$ cat config.mk
export PLATFORM = sky130hd
export DESIGN_NAME = voice_phase_bank
export DESIGN_NICKNAME = d
export VERILOG_FILES = /design/src/rtl/synth_pkg.sv /design/src/rtl/voice_phase_bank.sv
export SDC_FILE = /design/constraint.sdc
export NUM_CORES = 1
export LEC_CHECK = 0
export ABC_AREA = 1
export CAP_MARGIN = 15
export CORE_MARGIN = 1
export CORE_UTILIZATION = 34
export CTS_CLUSTER_SIZE = 40
export DETAILED_ROUTE_END_ITERATION = 16
export GPL_TIMING_DRIVEN = 0
export PLACE_DENSITY = 0.58
export SLEW_MARGIN = 40
export SYNTH_ARGS = -nofsm -noshare
export SYNTH_HDL_FRONTEND = slang
export SYNTH_SLANG_ARGS = --single-unit
$ cat constraint.sdc
create_clock -name clk_in -period 8.6 [get_ports clk_in]
set_clock_uncertainty 0.1 [all_clocks]
set_input_delay 2.15 -clock clk_in [delete_from_list [all_inputs] [get_ports clk_in]]
set_output_delay 2.15 -clock clk_in [all_outputs]
set_load 0.02 [all_outputs]
$ cat src/rtl/synth_pkg.sv
// Shared constants and types for the synth voice datapath.
// The address generator imports the same package.
package synth_pkg;

  localparam int NUM_VOICES  = 8;
  localparam int PHASE_WIDTH = 32;
  localparam int IDX_WIDTH   = $clog2(NUM_VOICES);

  typedef logic [PHASE_WIDTH-1:0] phase_t;
  typedef logic [IDX_WIDTH-1:0]   voice_idx_t;

  typedef enum logic [1:0] {
    IDLE  = 2'd0,
    SWEEP = 2'd1,
    DONE  = 2'd2
  } bank_state_t;

endpackage

$ cat src/rtl/voice_phase_bank.sv
// Eight-voice phase accumulator bank. Each sample tick sweeps the voices one
// per cycle through a single shared adder. Key events are taken only while idle.
module voice_phase_bank
  import synth_pkg::*;
(
  input  logic                   clk_in,
  input  logic                   rst_n_in,
  input  logic                   sample_tick_in,
  input  logic                   key_valid_in,
  output logic                   key_ready_out,
  input  logic                   key_on_in,
  input  logic [IDX_WIDTH-1:0]   key_voice_in,
  input  logic [PHASE_WIDTH-1:0] key_incr_in,
  input  logic                   overrun_clear_in,
  output logic [PHASE_WIDTH-1:0] phase_out [NUM_VOICES],
  output logic [NUM_VOICES-1:0]  gate_out,
  output logic                   phase_valid_out,
  output logic                   overrun_out
);

  bank_state_t            state_r;
  voice_idx_t             idx_r;
  phase_t                 phase_r [NUM_VOICES];
  phase_t                 incr_r  [NUM_VOICES];
  logic [NUM_VOICES-1:0]  gate_r;
  logic                   valid_r;
  logic                   overrun_r;
  phase_t                 sum_s;
  logic                   key_accept_s;

  // Shared adder and voice mux; the carry out is dropped so phases wrap.
  always_comb begin
    sum_s        = phase_r[idx_r] + incr_r[idx_r];
    key_accept_s = 1'b0;
    if (state_r == IDLE) begin
      key_accept_s = key_valid_in;
    end else begin
      key_accept_s = 1'b0;
    end
  end

  // Sweep sequencer together with its valid pulse and sticky overrun flag.
  always_ff @(posedge clk_in or negedge rst_n_in) begin
    if (!rst_n_in) begin
      state_r   <= IDLE;
      idx_r     <= '0;
      valid_r   <= 1'b0;
      overrun_r <= 1'b0;
    end else begin
      valid_r <= 1'b0;
      if (sample_tick_in && (state_r != IDLE)) begin
        overrun_r <= 1'b1;
      end else if (overrun_clear_in) begin
        overrun_r <= 1'b0;
      end
      case (state_r)
        IDLE: begin
          if (sample_tick_in) begin
            state_r <= SWEEP;
            idx_r   <= '0;
          end
        end
        SWEEP: begin
          if (idx_r == voice_idx_t'(NUM_VOICES - 1)) begin
            state_r <= DONE;
            idx_r   <= '0;
            valid_r <= 1'b1;
          end else begin
            idx_r <= idx_r + voice_idx_t'(1);
          end
        end
        DONE: begin
          state_r <= IDLE;
        end
        default: begin
          state_r <= IDLE;
          idx_r   <= '0;
        end
      endcase
    end
  end

  // Per-voice state: key events write while idle, the sweep writes one voice per cycle.
  always_ff @(posedge clk_in or negedge rst_n_in) begin
    if (!rst_n_in) begin
      for (int i = 0; i < NUM_VOICES; i++) begin
        phase_r[i] <= '0;
        incr_r[i]  <= '0;
      end
      gate_r <= '0;
    end else if (key_accept_s) begin
      if (key_on_in) begin
        incr_r[key_voice_in] <= key_incr_in;
        gate_r[key_voice_in] <= 1'b1;
      end else begin
        gate_r[key_voice_in] <= 1'b0;
      end
      phase_r[key_voice_in] <= '0;
    end else if ((state_r == SWEEP) && gate_r[idx_r]) begin
      phase_r[idx_r] <= sum_s;
    end
  end

  assign key_ready_out   = (state_r == IDLE);
  assign phase_out       = phase_r;
  assign gate_out        = gate_r;
  assign phase_valid_out = valid_r;
  assign overrun_out     = overrun_r;

endmodule

-- Yosys cells after proc, flatten, opt, wreduce, memory -nomap -nowiden
Cells that the tools add are included.
- multiplexer cells: 30
- bitwise gates (word level): 8
- shift operators: 0
- add/sub/neg operators: 2
- equality and inequality tests: 5
- $lt $le $gt $ge: 7
- multiply operators: 0
- reductions and logical operators: 12
- divide/modulo/power cells: 0
- operators with widths (operator ; count):
    $bwmux W256 ; 2
    $mux W256 ; 2
    $and A256 B256 Y256 ; 1
    $not A256 Y256 ; 1
    $bmux W32 S3 ; 2
    $demux W32 S3 ; 2
    $mux W32 ; 6
    $add A32 B32 Y32 ; 1
    $pmux W3 S3 ; 1
    $and A8 B8 Y8 ; 1
    $ge A4 B4 Y1 const B ; 2
    $lt A3 B4 Y1 const B ; 2
    $lt A4 B1 Y1 const B ; 2
    $mux W8 ; 1
    $not A3 Y4 ; 2
    $not A8 Y8 ; 1
    $or A8 B8 Y8 ; 1
    $mux W1 ; 7
    $mux W3 ; 2
    $reduce_and A2 Y1 ; 3
    $reduce_bool A2 Y1 ; 3
    $logic_and A1 B1 Y1 ; 5
    $mux W2 ; 2
    $ne A2 B2 Y1 const B ; 2
    10 further kinds ; 10
- register bits: 527
- RAM bits: 0
- input bits: 41
- memories kept: 0
- output and inout bits: 267
- logic and storage cells: 85
- latch bits: 0
- bits in read-only memories: 0

-- Logic depth before layout (Yosys ltp)
- word-level depth: 8
- mapped depth: 24

-- Least setup slack after synthesis
Ideal clock, no wire load.
- path kind: reg-to-reg
- from: register idx_r[0]
- to: register phase_r, in the netlist phase_out[16]
- path slack: 4988 ps
- arrival time: 3369 ps
- cell stages (with the launch flop): 19
- required time: 8357 ps
- period minus slack after synthesis: 3612 ps
- buffers on the path: 4
- path through: dfrtp_1 buf_6 buf_6 nand3_1 buf_4 inv_2 buf_2 a221oi_1 o2111ai_1 ha_1 fa_1 nand3_1 nand3_1 nand2_1 nand3_1 nand3_1 nand2_1 xnor2_1 o21ai_0
- word-level cells in the longest chain between the ends: 8
- elaborated cells between the ends (all ways): 20
- those cells by class: 1 x add/sub; 2 x order compare; 13 x mux; 1 x bitwise; 3 x reduce/logical
- RTL lines (element ; RTL line ; source):
    start: declaration ; voice_phase_bank.sv:22 ; voice_idx_t idx_r;
    start signal: assignment ; voice_phase_bank.sv:69 ; idx_r <= idx_r + voice_idx_t'(1);
    $not A3 Y4 (not written as such) ; voice_phase_bank.sv:33, voice_phase_bank.sv:100 ;
    $bmux W32 S3, or another cell as far along ; voice_phase_bank.sv:33 ; sum_s = phase_r[idx_r] + incr_r[idx_r];
    $mux W32 (not written as such) / $logic_and A1 B1 Y1 (equally long branches) ; voice_phase_bank.sv:33, voice_phase_bank.sv:100 ;
    $mux W32, on equally long branches ; voice_phase_bank.sv:33, voice_phase_bank.sv:100 ;
    $add A32 B32 Y32 / $demux W32 S3 (equally long branches) ; voice_phase_bank.sv:33, voice_phase_bank.sv:100 ;
    $bwmux W256 ; voice_phase_bank.sv:100 ; phase_r[idx_r] <= sum_s;
    $mux W256 ; voice_phase_bank.sv:99 ; end else if ((state_r == SWEEP) && gate_r[idx_r]) begin
    $mux W256 ; voice_phase_bank.sv:91 ; end else if (key_accept_s) begin
    end signal: indexed assignment ; voice_phase_bank.sv:100 ;
    end: declaration ; voice_phase_bank.sv:23 ; phase_t phase_r [NUM_VOICES];
Several ways; a longest one is shown, not always the timed one. The select of a mux whose other input is x is not followed.
A chain may end at the register's enable or synchronous reset.

-- Final worst setup path
- from: register idx_r[0]
- to: register phase_r, in the netlist phase_out[59]
Same word-level chain as after synthesis.

==> metrics.txt <==
Setup crit start kind flop; Tcrit/Tclk final 0.6389; fmax 0.1820 GHz; CTS tree done; Die H 272.4 um; FILL cells 7,245; worst setup path category reg2reg; worst hold path type reg2reg; asr flop ratio synth 1.000; share of cells above drive strength 1 0.07695; drt total wl 115,700 um; syn_area_per_cell 8.515 um2; Residual DRC 0; vias in the first global route 23,150; CTS buffer count 57; DP Area 29,450 um2; VDD IR-drop max 221.9 uV; IO Port Bufs 307; initial drt markers 2,983; setup TNS 0 ns; Synth cell types 50; Post-synth EDFFs 0; Max Slew Vio Count 0; unrepaired setup endpoints after global routing false; Pwr Density 509.2 nW/um2; Vias/cell 5.594; Worst-path clk slew 0.07 ns; core area 71,980 um2; I/O pin count 308; Min Hold Slack 0.3849 ns; global placement routability congestion 0.9803; clk sinks 527; largest net degree at the start of global routing 74; worst-path maximum fanout 10; clock latency on the worst-skew pair 0.64 ns; synthesized flop and latch total 527; die area 74,220 um2; CTS Buffer Depth 3; Rel. slew slack 0.3668; global-route wire length before repair 165,200 um; Chip Width 272.4 um; fin crit period 5.494 ns; PostCTS Resize Cnt 0; num rows 98; post-synthesis sequential area ratio 0.5304; post-CTS setup repair buffer count 0; initial antenna violation count 1; Routed Antenna Nets 0; Clk pwr share 0.156; Worst EP required 9.07 ns; Post-Syn Area 24,870 um2; routed len/inst 26.98 um; fin area 31,330 um2; H-tree levels 2; power share of the combinational group 0.570; Vias 24,000; Flop pwr share 0.274; Final Hold Viols 0; GR Overflow Total 0; Max-cap violations 0; Internal Pwr Total 0.007797 W; final net count 3,370; status complete, no violations; Synth Instances 2,920; post-DP HPWL 83,370 um; Sw Ratio 0.5113; Critical Path AT 5.97 ns; root buf cell clkbuf_16; Detailed Routing Iterations Pass 1 6; antenna diode count 0; warnings from Yosys 0; Area growth, synth to finish 26.02%; hold-fix buffers at CTS 0; leakage 14.76 nW; gr usage total 0.3090; Switch Pwr 0.008158 W; Slew @ Worst Pin 0.9497 ns; CP Capture Type flop; Initial Utilization 0.3455; setup violators final 0; post-synth net total 2,995; top_reg_cell synth dfrtp_1
stage by stage:
| stage | total power [W] | instances | worst slack, ns | util |
|---|---|---|---|---|
| 5_1_grt | 0.01669 | 4290 | 2.906 | 0.4353 |
| 3_5_place_dp | 0.01319 | 4186 | 3.284 | 0.4091 |
| 2_1_floorplan | 0.009071 | 2920 | 4.988 | - |
| 4_1_cts | 0.01568 | 4290 | 3.269 | 0.4349 |
| 6_report | 0.01595 | 4290 | 3.106 | 0.4353 |
| 3_3_place_gp | 0.01306 | 4177 | -18.95 | 0.4047 |
worst max-delay path, stage by stage, from the launching register on:
cell	delay, ns
dfrtp_1	0.47
buf_6	0.20
inv_2	0.09
nand3_2	0.43
inv_2	0.59
clkbuf_1	0.75
a22oi_1	0.18
o2111ai_1	0.36
ha_1	0.42
nand2_1	0.15
inv_1	0.05
a21oi_1	0.13
nand2_1	0.18
nand2_1	0.10
nand2_1	0.18
nand2_1	0.19
nand2_1	0.07
nand2_1	0.12
and2_0	0.21
clkbuf_1	0.29
nand2_1	0.10
nand2_1	0.07
power by group through the flow:
stage          clock network [W]  registers, W  logic (W)
4_1_cts                  0.00249       0.00434    0.00885
3_3_place_gp                   0       0.00438    0.00868
3_5_place_dp                   0       0.00437    0.00882
5_1_grt                  0.00259       0.00445    0.00965
2_1_floorplan                  0       0.00474    0.00433
6_report                 0.00249       0.00437    0.00909
cell usage after synthesis (2+ instances only):
library cell / count / share of area
nand3b_1: 5 / 0.0015
nand2_8: 2 / 0.0016
buf_4: 8 / 0.0024
buf_6: 17 / 0.0077
nor2_2: 4 / 0.0010
inv_4: 4 / 0.0010
nor2_4: 3 / 0.0014
or2_1: 2 / 0.00050
nor3_1: 8 / 0.0016
inv_2: 21 / 0.0032
a21oi_1: 43 / 0.0087
buf_1: 2 / 0.00030
o21ai_0: 326 / 0.066
clkinv_1: 4 / 0.00060
nand2_1: 874 / 0.13
ha_1: 33 / 0.017
a22oi_1: 65 / 0.020
clkbuf_1: 74 / 0.011
nand4_1: 18 / 0.0045
a21boi_0: 3 / 0.00091
xor2_1: 2 / 0.00070
o21ai_1: 65 / 0.013
nand2_2: 2 / 0.00050
nand3_2: 6 / 0.0024
a22o_1: 6 / 0.0021
xnor2_1: 13 / 0.0046
o21a_1: 3 / 0.00091
nand2_4: 12 / 0.0054
nor2_1: 78 / 0.012
inv_1: 302 / 0.046
a221oi_1: 62 / 0.022
buf_2: 41 / 0.0083
o21bai_1: 4 / 0.0012
o2111ai_1: 32 / 0.011
o22ai_1: 114 / 0.029
nand3_1: 122 / 0.025
dfrtp_1: 527 / 0.53
path summary, 6_finish.rpt:
check,startpoint,to,slack (ns),depth (start not counted)
max in group asynchronous,rst_n_in,phase_out[20],5.56,4
worst max register to register,idx_r[0],phase_out[59],3.11,21
worst min-delay path,incr_r[250],incr_r[250],0.38,2
min in group asynchronous,rst_n_in,phase_out[40],1.34,1
worst min register to register,incr_r[250],incr_r[250],0.38,2
worst max-delay path,idx_r[0],phase_out[59],3.11,21
final cells by class:
type	instances	area [um2]	share of cell area
Sequential cell	527	13190	0.4209
Inverter	332	1261	0.04025
Buffer	142	770.7	0.02460
Multi-Input combinational cell	1919	9746	0.3110
Tap cell	950	1189	0.03793
Clock buffer	84	1648	0.05259
Timing Repair Buffer	316	3326	0.1061
Clock inverter	20	206.4	0.006589
state kept, by name, summed over array words and instances (netlist names), named ones only:
signal / flops
idx_r: 3
incr_r: 256
overrun_out: 1
phase_out: 256
phase_valid_out: 1
state_r: 2
kinds of logic (layout without fill, tap and decap cells):
logic type	count (synthesis)	in the layout	synth area share
DFF	527	527	0.5304
and+or+nand+nor	1143	1143	0.1912
buffers and inverters	474	894	0.08056
xor gates and xnor gates	15	15	0.005284
AOI/OAI and AO/OA	727	727	0.1752
adders and majority gates	34	34	0.01741
routing by layer:
layer,track usage,wire [um]
met5,0,7
met4,0.1449,5758
met3,0.06339,11620
met2,0.4881,52700
met1,0.4055,45660
placed cells by master (no fill, tap or decap), types with 17 or more instances in the layout:
cell type	count
nand2_1	874
dfrtp_1	527
o21ai_0	326
clkdlybuf4s50_1	306
inv_1	302
nand3_1	122
o22ai_1	114
nor2_1	78
clkbuf_1	67
a22oi_1	65
o21ai_1	65
a221oi_1	62
clkbuf_16	57
buf_2	42
a21oi_1	42
ha_1	33
o2111ai_1	32
clkbuf_2	22
inv_2	21
nand4_1	18
buf_6	17
Note: power is estimated with default switching activity, not from simulation.
==> RTL edit 1, RTL diff (same settings) <==
Add an input register stage for `key_valid_in`, `key_on_in`, `key_voice_in` and `key_incr_in`, without a reset; this delays them by one clock. The other inputs are not delayed to match.
--- a/src/rtl/voice_phase_bank.sv
+++ b/src/rtl/voice_phase_bank.sv
@@ -18,6 +18,18 @@
   output logic                   overrun_out
 );
 
+  logic key_valid_q;
+  logic key_on_q;
+  logic [IDX_WIDTH-1:0] key_voice_q;
+  logic [PHASE_WIDTH-1:0] key_incr_q;
+
+  always_ff @(posedge clk_in) begin
+    key_valid_q <= key_valid_in;
+    key_on_q    <= key_on_in;
+    key_voice_q <= key_voice_in;
+    key_incr_q  <= key_incr_in;
+  end
+
   bank_state_t            state_r;
   voice_idx_t             idx_r;
   phase_t                 phase_r [NUM_VOICES];
@@ -33,7 +45,7 @@
     sum_s        = phase_r[idx_r] + incr_r[idx_r];
     key_accept_s = 1'b0;
     if (state_r == IDLE) begin
-      key_accept_s = key_valid_in;
+      key_accept_s = key_valid_q;
     end else begin
       key_accept_s = 1'b0;
     end
@@ -89,13 +101,13 @@
       end
       gate_r <= '0;
     end else if (key_accept_s) begin
-      if (key_on_in) begin
-        incr_r[key_voice_in] <= key_incr_in;
-        gate_r[key_voice_in] <= 1'b1;
+      if (key_on_q) begin
+        incr_r[key_voice_q] <= key_incr_q;
+        gate_r[key_voice_q] <= 1'b1;
       end else begin
-        gate_r[key_voice_in] <= 1'b0;
+        gate_r[key_voice_q] <= 1'b0;
       end
-      phase_r[key_voice_in] <= '0;
+      phase_r[key_voice_q] <= '0;
     end else if ((state_r == SWEEP) && gate_r[idx_r]) begin
       phase_r[idx_r] <= sum_s;
     end
Formal check against the unedited RTL: not equivalent (a bounded check fails within 4 cycles, from zero or initial values and one cycle with rst_n_in low).
==> RTL edit 1 against the original RTL <==
Design area up 5.8%. Global-route usage down 0.56 points. Clock power up 20%. Largest power group unchanged. Worst setup slack worse by 140 ps. Core utilization up 0.13 points. Routed wire length up 3.2%. Area after synthesis up 5.1%. Total power down 21%. Sequential cell count up 37. Worst hold slack worse by 16 ps. Non-clock buffer count down 13. Count of clock-buffer cells in the layout up 16. Highest routed layer unchanged.
==> RTL edit 1: results (changes against the original RTL) <==
- Gr usage total: 30.3% (was 30.9%)
- Int Pwr: 6.97 mW (was 7.80 mW)
- Clk_lat worst skew: 630 ps
- Vias per inst: 5.41 (was 5.59)
- Ys flop type: dfrtp_1 (unchanged)
- Average wire per standard cell: 26.2 µm (was 27.0 µm)
- Worst path arrival time: 6060 ps (was 5970 ps)
- CTS buffer count: 67 (was 57)
- NumNets Final: 3551 (was 3370)
- Async SR Flop Fraction: 93.4% (was 100%)
- LEAKAGE: 16.1 nW (was 14.8 nW)
- Met3 wire length: 12500 µm (was 11600 µm)
- Leading cell types by count after synthesis: 1143 x nand2_1, 527 x dfrtp_1, 343 x inv_1, 181 x o21ai_0, 161 x nand3_1 (was 874 x nand2_1, 527 x dfrtp_1, 326 x o21ai_0, 302 x inv_1, 122 x nand3_1)
- Outcome: finished, final reports clean (unchanged)
- Fillers: 7555 (was 7245)
- Met2 WL: 53300 µm (was 52700 µm)
- Crit-path slowest cell: buf_1 (was clkbuf_1)
- DP HPWL: 86300 µm (was 83400 µm)
- Distinct cells, synth: 36 (was 50)
- Critical Path Start: idx_r[2] (was idx_r[0])
- Worst Hold Endpoint: incr_r[22] (was incr_r[250])
- Hold Startpoint: incr_r[22] (was incr_r[250])
- Peak VDD IR: 0.148 mV (was 0.222 mV)
- Number of global-route vias before repair: 23600 (was 23200)
- Ratio of cells with drive above 1 in the final layout: 10.4% (was 7.69%)
- H-tree depth: 3 (was 2)
- Met2 Use GR: 47.3% (was 48.8%)
- Sequential fraction of the synthesis area: 53.3% (was 53.0%)
- Antenna violations before repair: 6 (was 1)
- Worst-margin pin slew: 958 ps (was 950 ps)
- DRT met1 WL: 47700 µm (was 45700 µm)
- Met3 usage: 7.42% (was 6.34%)
- Initial drt markers: 3115 (was 2983)
- First-pass GRT wire length: 170000 µm (was 165000 µm)
- Synth area leaders: dfrtp_1 50%, nand2_1 16%, inv_1 4.9% (was dfrtp_1 53%, nand2_1 13%, o21ai_0 6.6%)
- Final Wtd Congestion: 1.03 (was 0.980)
- Largest net degree at the start of global routing: 71 (was 74)
- Met1 Resource Use GR: 39.6% (was 40.5%)
-- RTL edit 1: changes by cell type after synthesis, sizes merged, moves of 27 or more --
cell | before | now
dfxtp | 0 | 37
nand2 | 890 | 1161
a22oi | 65 | 38
inv | 328 | 358
o21ai | 392 | 182
mux2 | 0 | 80
nand3 | 128 | 163
-- RTL edit 1: area by class of cell --
cell class,count,area (µm²),share of cell area [%]
Buffer,129,703,2.12
Inverter,360,1360,4.09
Tap cell,1030,1290,3.89
Clock inverter,22,284,0.857
Timing Repair Buffer,316,3330,10.0
Clock buffer,100,2000,6.04
Antenna cell,4,10.0,0.0302
Multi-Input combinational cell,2038,10300,30.9
Sequential cell,564,13900,42.0
-- RTL edit 1: power by group through the flow --
stage          logic (mW)  clock network, mW  registers, mW
5_1_grt              5.71               3.12           4.22
3_3_place_gp         5.17                  0           4.18
4_1_cts              5.31               3.00           4.13
2_1_floorplan        2.29                  0           4.44
3_5_place_dp         5.28                  0           4.16
6_report             5.43               2.99           4.15
-- RTL edit 1: through the flow --
stage | util [%] | power [mW] | hold WS, ps | instances | cell area (µm²)
finish | 43.7 | 12.6 | 369 | 4563 | 33200
global route | 43.6 | 13.1 | 387 | 4559 | 33100
CTS | 43.6 | 12.4 | 372 | 4559 | 33100
detailed placement | 40.6 | 9.45 | 358 | 4437 | 30800
global placement | 40.1 | 9.35 | 354 | 4428 | 30500
floorplan | - | 6.72 | 342 | 3091 | 26100
-- RTL edit 1: cells by family after synthesis --
kind of cell | Yosys count | synth area share (%)
buffers and inverters | 489 | 7.71
adders and majority gates | 34 | 1.66
muxes | 80 | 3.45
DFF | 564 | 53.3
and+or+nand+nor | 1455 | 22.6
AOI/OAI and AO/OA | 454 | 10.7
xor gates and xnor gates | 15 | 0.503
==> RTL edit 2, RTL diff (config.mk and constraints unchanged) <==
Made on the original files. `NUM_VOICES`: 8 -> 4.
--- a/src/rtl/synth_pkg.sv
+++ b/src/rtl/synth_pkg.sv
@@ -2,7 +2,7 @@
 // The address generator imports the same package.
 package synth_pkg;
 
-  localparam int NUM_VOICES  = 8;
+  localparam int NUM_VOICES  = 4;
   localparam int PHASE_WIDTH = 32;
   localparam int IDX_WIDTH   = $clog2(NUM_VOICES);
 
Ports: changed (resized gate_out, key_voice_in and phase_out); port bits go from 308 to 175. The function was not compared with the original's and may differ.
==> RTL edit 2 against the original RTL <==
Sequential share of layout area is 5.2 points lower. Worst setup slack better by 1100 ps. Synthesized cell count is 33% lower. Sequential cell count is 261 lower. Critical path depth is 4 lower. Design area is 42% lower. Core utilization is 0.48 points lower. Routed wire length is 53% lower. Maximum frequency is 24% higher. Area after synthesis is 42% lower. Count of clock-buffer cells in the layout is 41 lower. Critical endpoint is now phase_out[56].
Power is left out: the tool's default activity adds up to more than one toggle a clock period on the data nets, which glitch-free logic cannot reach.
==> RTL edit 2: results (changes against the original RTL) <==
- Ratio of cells with drive above 1 in the final layout: 6.74% (was 7.69%)
- Final Wtd Congestion: 0.940 (was 0.980)
- Gr usage total: 25.0% (was 30.9%)
- Post-place setup slack: 4280 ps (was 3280 ps)
- First-pass GRT wire length: 82500 µm (was 165000 µm)
- Distinct cells, synth: 38 (was 50)
- DP HPWL: 39800 µm (was 83400 µm)
- Placed Area: 0.0170 mm² (was 0.0294 mm²)
- Layout Cells excl Fill: 2736 (was 4290)
- Outcome: finished, final reports clean (unchanged)
- Crit-path slowest cell: clkbuf_1 (unchanged)
- Fillers: 4224 (was 7245)
- Average wire per standard cell: 20.0 µm (was 27.0 µm)
- Clk_lat worst skew: 590 ps (was 640 ps)
- Leading cell types by count after synthesis: 822 x nand2_1, 266 x dfrtp_1, 177 x nor2_1, 161 x o21ai_0, 130 x inv_1 (was 874 x nand2_1, 527 x dfrtp_1, 326 x o21ai_0, 302 x inv_1, 122 x nand3_1)
- NumNets Final: 2248 (was 3370)
- Critical Path End: phase_out[56] (was phase_out[59])
- Synth area leaders: dfrtp_1 46%, nand2_1 21%, o21ai_0 5.6% (was dfrtp_1 53%, nand2_1 13%, o21ai_0 6.6%)
- Vias per inst: 5.10 (was 5.59)
- Antenna violations before repair: 0 (was 1)
- Slew margin rel.: 42.3% (was 36.7%)
- R2R cell count: 17 (was 21)
- Port buffer count: 174 (was 307)
- Avg Inst Size Synth: 7.37 µm² (was 8.52 µm²)
- Setup violators final: 0 (unchanged)
- Number of global-route vias before repair: 13200 (was 23200)
- Final critical-path required period: 4430 ps (was 5490 ps)
- Critical Path Max Stage Delay: 670 ps (was 750 ps)
- Reg2Reg Setup Slack: 4170 ps (was 3110 ps)
- Net Count, Synth: 2038 (was 2995)
- H-tree depth: 1 (was 2)
- Sequential fraction of the synthesis area: 46.0% (was 53.0%)
- Synth top area share: 46.0% (was 53.0%)
- Worst path arrival time: 4800 ps (was 5970 ps)
- Buffers inserted during post-CTS setup optimization: 0 (unchanged)
- Initial drt markers: 1357 (was 2983)
[RTL edit 2: how the worst min path moves through the flow]
stage / startpoint / to / slack [ps] / cells past startpoint
after detailed placement: incr_r[64] / incr_r[64] / 350 / 2
final: incr_r[88] / incr_r[88] / 370 / 2
after global placement: incr_r[58] / incr_r[58] / 350 / 2
after floorplan: incr_r[127] / incr_r[127] / 340 / 2
after CTS: incr_r[81] / incr_r[81] / 370 / 2
after global routing: incr_r[93] / incr_r[93] / 380 / 2
[RTL edit 2: layer usage]
layer | routed length [µm] | vias to the layer above | track usage (%)
met4 | 984 | 0 | 5.72
met3 | 3970 | 65 | 3.67
met5 | 0 | - | 0
met1 | 24900 | 6689 | 35.9
li1 | - | 6664 | -
met2 | 24800 | 524 | 39.6
[RTL edit 2: kinds of logic (layout without fill, tap and decap cells)]
family	Yosys count	in the layout	synth area share, %
compound gates	287	287	11.1
xor+xnor	15	15	0.908
fa+ha+maj	36	36	3.17
buf+inv	233	468	7.26
flops	266	266	46.0
simple gates	1125	1125	31.5
[RTL edit 2: layout make-up]
class / instances / area [µm²] / area share [%]
buffer: 87 / 467 / 2.58
clock inverter: 15 / 210 / 1.16
timing repair buffer: 177 / 1830 / 10.1
sequential: 266 / 6660 / 36.9
tap: 539 / 674 / 3.73
clock buffer: 43 / 881 / 4.88
multi-input combinational: 1463 / 6760 / 37.4
inverter: 146 / 583 / 3.23
[RTL edit 2: per-stage QoR]
stage	utilization [%]	TNS, ps
after floorplan	-	0
after global placement	40.2	-1698800
after detailed placement	40.5	0
after CTS	43.1	0
after global routing	43.1	0
final	43.1	0
[RTL edit 2: worst register-to-register path: stages (launching register included)]
cell and delay [ps]:
dfrtp_1 410, buf_6 180, inv_2 110, clkbuf_1 670, clkbuf_1 590, nor2_1 140, o22ai_1 200, ha_1 300
fa_1 330, nand3_1 100, nand3_1 190, nand2_1 80, nand2_1 220, nand3_1 220, nand3_1 160, nand2_1 130
nand3_1 110, nand2_1 70
